===== src/rtl/instr_encoder_loader.sv =====
// rtl/instr_encoder_loader.sv - encodes decoded RV32I field bundles and streams them into instruction memory
// Session FSM with a single write register; erroring bundles are consumed and dropped.
module instr_encoder_loader #(
  parameter int ADDR_W = 10
) (
  input  logic              clk,
  input  logic              rst_n,
  input  logic              start,
  input  logic [ADDR_W-1:0] base_addr,
  input  logic              in_valid,
  output logic              in_ready,
  input  logic              in_last,
  input  logic [6:0]        opcode,
  input  logic [4:0]        rd,
  input  logic [2:0]        funct3,
  input  logic [4:0]        rs1,
  input  logic [4:0]        rs2,
  input  logic [6:0]        funct7,
  input  logic [31:0]       imm,
  output logic              mem_we,
  input  logic              mem_ack,
  output logic [ADDR_W-1:0] mem_addr,
  output logic [31:0]       mem_wdata,
  output logic              busy,
  output logic              done,
  output logic [ADDR_W:0]   word_count,
  output logic              err,
  output logic [1:0]        err_code
);

  localparam logic [6:0] OP_R      = 7'b0110011;
  localparam logic [6:0] OP_IMM    = 7'b0010011;
  localparam logic [6:0] OP_LOAD   = 7'b0000011;
  localparam logic [6:0] OP_JALR   = 7'b1100111;
  localparam logic [6:0] OP_STORE  = 7'b0100011;
  localparam logic [6:0] OP_BRANCH = 7'b1100011;
  localparam logic [6:0] OP_LUI    = 7'b0110111;
  localparam logic [6:0] OP_AUIPC  = 7'b0010111;
  localparam logic [6:0] OP_JAL    = 7'b1101111;

  localparam logic [1:0] ERR_NONE  = 2'd0;
  localparam logic [1:0] ERR_OPC   = 2'd1;
  localparam logic [1:0] ERR_RANGE = 2'd2;
  localparam logic [1:0] ERR_FULL  = 2'd3;

  typedef enum logic [1:0] {
    S_IDLE,
    S_RUN,
    S_DRAIN,
    S_DONE
  } state_t;

  state_t              r_state;
  state_t              w_next;
  logic                r_mem_we;
  logic [ADDR_W-1:0]   r_addr;
  logic [31:0]         r_mem_wdata;
  logic [ADDR_W:0]     r_word_count;
  logic                r_err;
  logic [1:0]          r_err_code;
  logic                r_full;

  logic                w_fmt_ok;
  logic                w_imm_ok;
  logic [31:0]         w_enc;
  logic                w_i_ok;
  logic                w_b_ok;
  logic                w_j_ok;
  logic                w_u_ok;
  logic                w_in_ready;
  logic                w_accept;
  logic                w_retire;
  logic                w_at_top;
  logic                w_full_now;
  logic [1:0]          w_code;
  logic                w_load;
  logic                w_open;

  // Immediate must be representable by the field width the format carries.
  assign w_i_ok = (&imm[31:11]) || !(|imm[31:11]);
  assign w_b_ok = !imm[0] && ((&imm[31:12]) || !(|imm[31:12]));
  assign w_j_ok = !imm[0] && ((&imm[31:20]) || !(|imm[31:20]));
  assign w_u_ok = !(|imm[11:0]);

  always_comb begin
    w_fmt_ok = 1'b1;
    w_imm_ok = 1'b1;
    w_enc    = 32'd0;
    case (opcode)
      OP_R: begin
        w_enc = {funct7, rs2, rs1, funct3, rd, opcode};
      end
      OP_IMM, OP_LOAD, OP_JALR: begin
        w_enc    = {imm[11:0], rs1, funct3, rd, opcode};
        w_imm_ok = w_i_ok;
      end
      OP_STORE: begin
        w_enc    = {imm[11:5], rs2, rs1, funct3, imm[4:0], opcode};
        w_imm_ok = w_i_ok;
      end
      OP_BRANCH: begin
        w_enc    = {imm[12], imm[10:5], rs2, rs1, funct3, imm[4:1], imm[11], opcode};
        w_imm_ok = w_b_ok;
      end
      OP_LUI, OP_AUIPC: begin
        w_enc    = {imm[31:12], rd, opcode};
        w_imm_ok = w_u_ok;
      end
      OP_JAL: begin
        w_enc    = {imm[20], imm[10:1], imm[11], imm[19:12], rd, opcode};
        w_imm_ok = w_j_ok;
      end
      default: begin
        w_fmt_ok = 1'b0;
      end
    endcase
  end

  assign w_in_ready = (r_state == S_RUN) && (!r_mem_we || mem_ack);
  assign w_accept   = in_valid && w_in_ready;
  assign w_retire   = r_mem_we && mem_ack;
  assign w_at_top   = &r_addr;
  assign w_open     = (r_state == S_IDLE) && start;

  // A retire at the top address this cycle already exhausts the space for a bundle accepted alongside it.
  assign w_full_now = r_full || (w_retire && w_at_top);

  always_comb begin
    w_code = ERR_NONE;
    if (!w_fmt_ok) begin
      w_code = ERR_OPC;
    end else if (!w_imm_ok) begin
      w_code = ERR_RANGE;
    end else if (w_full_now) begin
      w_code = ERR_FULL;
    end
  end

  assign w_load = w_accept && (w_code == ERR_NONE);

  always_comb begin
    w_next = r_state;
    case (r_state)
      S_IDLE:  if (start) w_next = S_RUN;
      S_RUN:   if (w_accept && in_last) w_next = S_DRAIN;
      S_DRAIN: if (!r_mem_we || mem_ack) w_next = S_DONE;
      S_DONE:  w_next = S_IDLE;
      default: w_next = S_IDLE;
    endcase
  end

  always_ff @(posedge clk or negedge rst_n) begin
    if (!rst_n) begin
      r_state <= S_IDLE;
    end else begin
      r_state <= w_next;
    end
  end

  always_ff @(posedge clk or negedge rst_n) begin
    if (!rst_n) begin
      r_mem_we     <= 1'b0;
      r_addr       <= '0;
      r_mem_wdata  <= 32'd0;
      r_word_count <= '0;
      r_err        <= 1'b0;
      r_err_code   <= ERR_NONE;
      r_full       <= 1'b0;
    end else begin
      if (w_open) begin
        r_addr       <= base_addr;
        r_word_count <= '0;
        r_err        <= 1'b0;
        r_err_code   <= ERR_NONE;
        r_full       <= 1'b0;
      end else begin
        if (w_retire) begin
          r_word_count <= r_word_count + (ADDR_W+1)'(1);
          if (w_at_top) begin
            r_full <= 1'b1;
          end else begin
            r_addr <= r_addr + ADDR_W'(1);
          end
        end
        if (w_accept && (w_code != ERR_NONE)) begin
          r_err      <= 1'b1;
          r_err_code <= w_code;
        end
      end
      if (w_load) begin
        r_mem_we    <= 1'b1;
        r_mem_wdata <= w_enc;
      end else if (w_retire) begin
        r_mem_we <= 1'b0;
      end
    end
  end

  assign in_ready   = w_in_ready;
  assign mem_we     = r_mem_we;
  assign mem_addr   = r_addr;
  assign mem_wdata  = r_mem_wdata;
  assign busy       = (r_state == S_RUN) || (r_state == S_DRAIN);
  assign done       = (r_state == S_DONE);
  assign word_count = r_word_count;
  assign err        = r_err;
  assign err_code   = r_err_code;

endmodule


===== config.mk =====
export PLATFORM = sky130hd
export DESIGN_NAME = instr_encoder_loader
export DESIGN_NICKNAME = d
export VERILOG_FILES = /design/src/rtl/instr_encoder_loader.sv
export SDC_FILE = /design/constraint.sdc
export NUM_CORES = 1
export LEC_CHECK = 0
export ABC_AREA = 0
export CORE_MARGIN = 2
export CORE_UTILIZATION = 39
export CTS_CLUSTER_DIAMETER = 30
export CTS_CLUSTER_SIZE = 16
export DETAILED_ROUTE_END_ITERATION = 8
export PLACE_DENSITY = 0.76
export SLEW_MARGIN = 15
export SYNTH_ARGS = -nofsm -noshare
export SYNTH_HDL_FRONTEND = slang
export SYNTH_SLANG_ARGS = --single-unit
export TNS_END_PERCENT = 50

===== constraint.sdc =====
create_clock -name clk -period 2.4 [get_ports clk]
set_input_delay 0.48 -clock clk [delete_from_list [all_inputs] [get_ports clk]]
set_output_delay 0.48 -clock clk [all_outputs]
set_load 0.01 [all_outputs]

==> metrics.csv <==
metric;value;unit
antenna_found_initial;0;
gp_congestion;0.9275;
clock.fmax;420.9;MHz
post-route-period-util;99.00;%
ir_drop;375.8;uV
synthArstFlopShare;100.0;%
cp.required;2620;ps
post-dp-hpwl;8666;um
leakagePower;2.575;nW
ff2ff_path_depth;8;
rows;34;
r2r_start;mem_addr[0];
status;complete, no violations;
hold_viol;0;
grt.total_usage;24.07;%
drc;0;
drv_cap;0;
path_class;primary input to flop;
antenna_cells;0;
dpl_cell_area;5466;um^2
grt_pass1_vias;3888;
timing.max_slew.rel_slack;65.00;%
cp_top_family;buffers and inverters;
max_stage_delay;460;ps
r2r-end;mem_wdata[8];
critPathLaunch;imm[11];
synth_edf_count;0;
vias;3615;
path_clk_slew;70;ps
crit_arrival;2590;ps
final_cell_area;5779;um^2
drt_iter0_drc;184;
insertion_delay;340;ps
ff2ff_setup_slack;170;ps
yosys_register_bits;60;
cts_max_level;3;
wl_per_cell;16.91;um
cp-end-kind;flop;
wl;11350;um
drtPass1Iterations;5;
ys.warnings.count;0;
gr-total-overflow;0;
grt_first_pass_wirelength;18660;um
startpoint_type;primary input;
worst_path_max_delay_cell;clkdlybuf4s50_1;
cts_tree;done;
final_common_cell;clkdlybuf4s50_1;
dpl_worst_slack;-651.2;ps
area_growth;67.66;%
viasPerCell;5.387;
cts.path.max_buffers;2;
rsz0062_at_grt;no;
slew_viol_final;0;
holdCritPathClass;primary input to async pin;
die-area;9607;um^2
total_power;3.849;mW
fin_skew;10.85;ps
clkSinkCount;60;
nets;646;
die_w;98.02;um
fin_ws;23.88;ps
ys.flop_type;dfrtp_1;
worstMarginPinSlew;523.1;ps
initial_core_util;39.92;%
netlist_area;3447;um^2
power_density;666.1;nW/um^2
finalCriticalPeriod;2376;ps
yosysSeqAreaShare;43.56;%
syn_inst;346;
path_max_fanout;7;
holdWs;95.07;ps
clockRootBuffer;clkbuf_8;
numCtsBuffers;9;
coreArea;8636;um^2
fillCellCount;703;
pin_count;140;
crit_cells;8;
synth_cell_types;47;
synth.avg_cell_area;9.963;um^2
path_cells;clkdlybuf4s50_1, buf_4, or3_1, a21o_1, a311oi_4, buf_6, buf_12, mux2_4;
layout_common_cells;clkdlybuf4s50_1, buf_4, dfrtp_1, nand2_1, nor2_1;
critPathBufInv;4;
crit_end;mem_wdata[8];
port_buffers;139;
syn-num-nets;433;
drive_above_1_share;27.35;%
die_h;98.02;um
grt_max_degree;36;
final_antenna_net_count;0;
finalSetupViolCount;0;
[state kept, by name, summed over array words and instances, names as in the netlist]
| name | cells |
|---|---|
| err_code | 2 |
| r_full | 1 |
| r_state | 2 |
| word_count | 11 |
| err | 1 |
| mem_wdata | 32 |
| mem_addr | 10 |
| mem_we | 1 |
[per-stage QoR]
step	instances	utilization, %	TNS [ps]
floorplan	346	-	0
global placement	650	63.30	-18050
detailed placement	650	63.30	-19830
CTS	671	66.92	0
global route	671	66.92	0
finish	671	66.92	0
[layer usage]
| metal | track usage, % | wire, um | part of all wire, % | up-vias |
|---|---|---|---|---|
| li1 | - | - | - | 1688 |
| met1 | 28.30 | 4347 | 38 | 1737 |
| met2 | 40.62 | 5760 | 51 | 157 |
| met3 | 7.802 | 917 | 8.1 | 33 |
| met4 | 9.936 | 324 | 2.9 | 0 |
| met5 | 0 | 0 | 0 | - |
[Yosys cell counts (7+ instances only)]
cell type,n,area share [%]
mux2_4,10,4.4
o21ai_0,17,2.5
and3_1,10,1.8
a22o_1,13,3.3
dfrtp_1,60,44
xor2_1,13,3.3
a222oi_1,11,3.2
nor2_1,27,2.9
ha_1,7,2.5
mux2i_1,12,3.5
a21oi_1,11,1.6
nor4_1,9,1.6
clkbuf_1,7,0.76
inv_1,20,2.2
nand4_1,7,1.3
nand2_1,28,3.0
nand3_1,13,1.9
[worst register-to-register path, delay by kind of cell, from the launching register on]
| family | cells | cell delay (ps) |
|---|---|---|
| compound gates | 2 | 510 |
| simple gates | 2 | 390 |
| flops | 1 | 380 |
| buf+inv | 2 | 330 |
| mux | 1 | 300 |
| fa+ha+maj | 1 | 210 |
[final cells by class]
| type | count | area [um^2] | area share (%) |
|---|---|---|---|
| Inverter | 20 | 75.07 | 1.299 |
| Multi-Input combinational cell | 250 | 1907 | 32.99 |
| Clock inverter | 5 | 53.80 | 0.9309 |
| Sequential cell | 60 | 1501 | 25.98 |
| Tap cell | 108 | 135.1 | 2.338 |
| Timing Repair Buffer | 218 | 1979 | 34.25 |
| Clock buffer | 10 | 127.6 | 2.208 |
[worst min path at each step]
| stage | startpoint | to | cells after the start |
|---|---|---|---|
| final | rst_n | r_state[1] | 1 |
| after global routing | rst_n | r_state[0] | 1 |
| after CTS | rst_n | mem_addr[0] | 1 |
| after detailed placement | rst_n | r_state[1] | 1 |
| after global placement | mem_wdata[0] | mem_wdata[0] | 1 |
| after floorplan | rst_n | err | 0 |
[power breakdown]
group	switching, mW	total, mW	internal, mW
registers	0.176	1.42	1.25
clock network	0.392	0.862	0.470
logic	0.685	1.56	0.878
total	1.25	3.85	2.60
[logic make-up (layout without fill, tap and decap cells)]
| kind of cell | count (synthesis) | in the layout | synth area share (%) |
|---|---|---|---|
| buffers and inverters | 36 | 253 | 4.864 |
| XOR/XNOR | 18 | 18 | 4.573 |
| adder cells (fa/ha/maj) | 7 | 7 | 2.541 |
| AND/OR/NAND/NOR | 120 | 120 | 17.50 |
| AO/OA/AOI/OAI | 73 | 73 | 15.86 |
| multiplexers | 32 | 32 | 11.11 |
| flip-flops | 60 | 60 | 43.56 |
[repair_timing]
action,CTS,global route
buffers inserted,4,0
endpoints found under the setup margin,34,29
endpoints found under the hold margin,0,0
cloned,2,0
pin swaps,11,10
gates resized for setup,78,30
hold buffers,0,0
(Power assumes the default switching activity.)
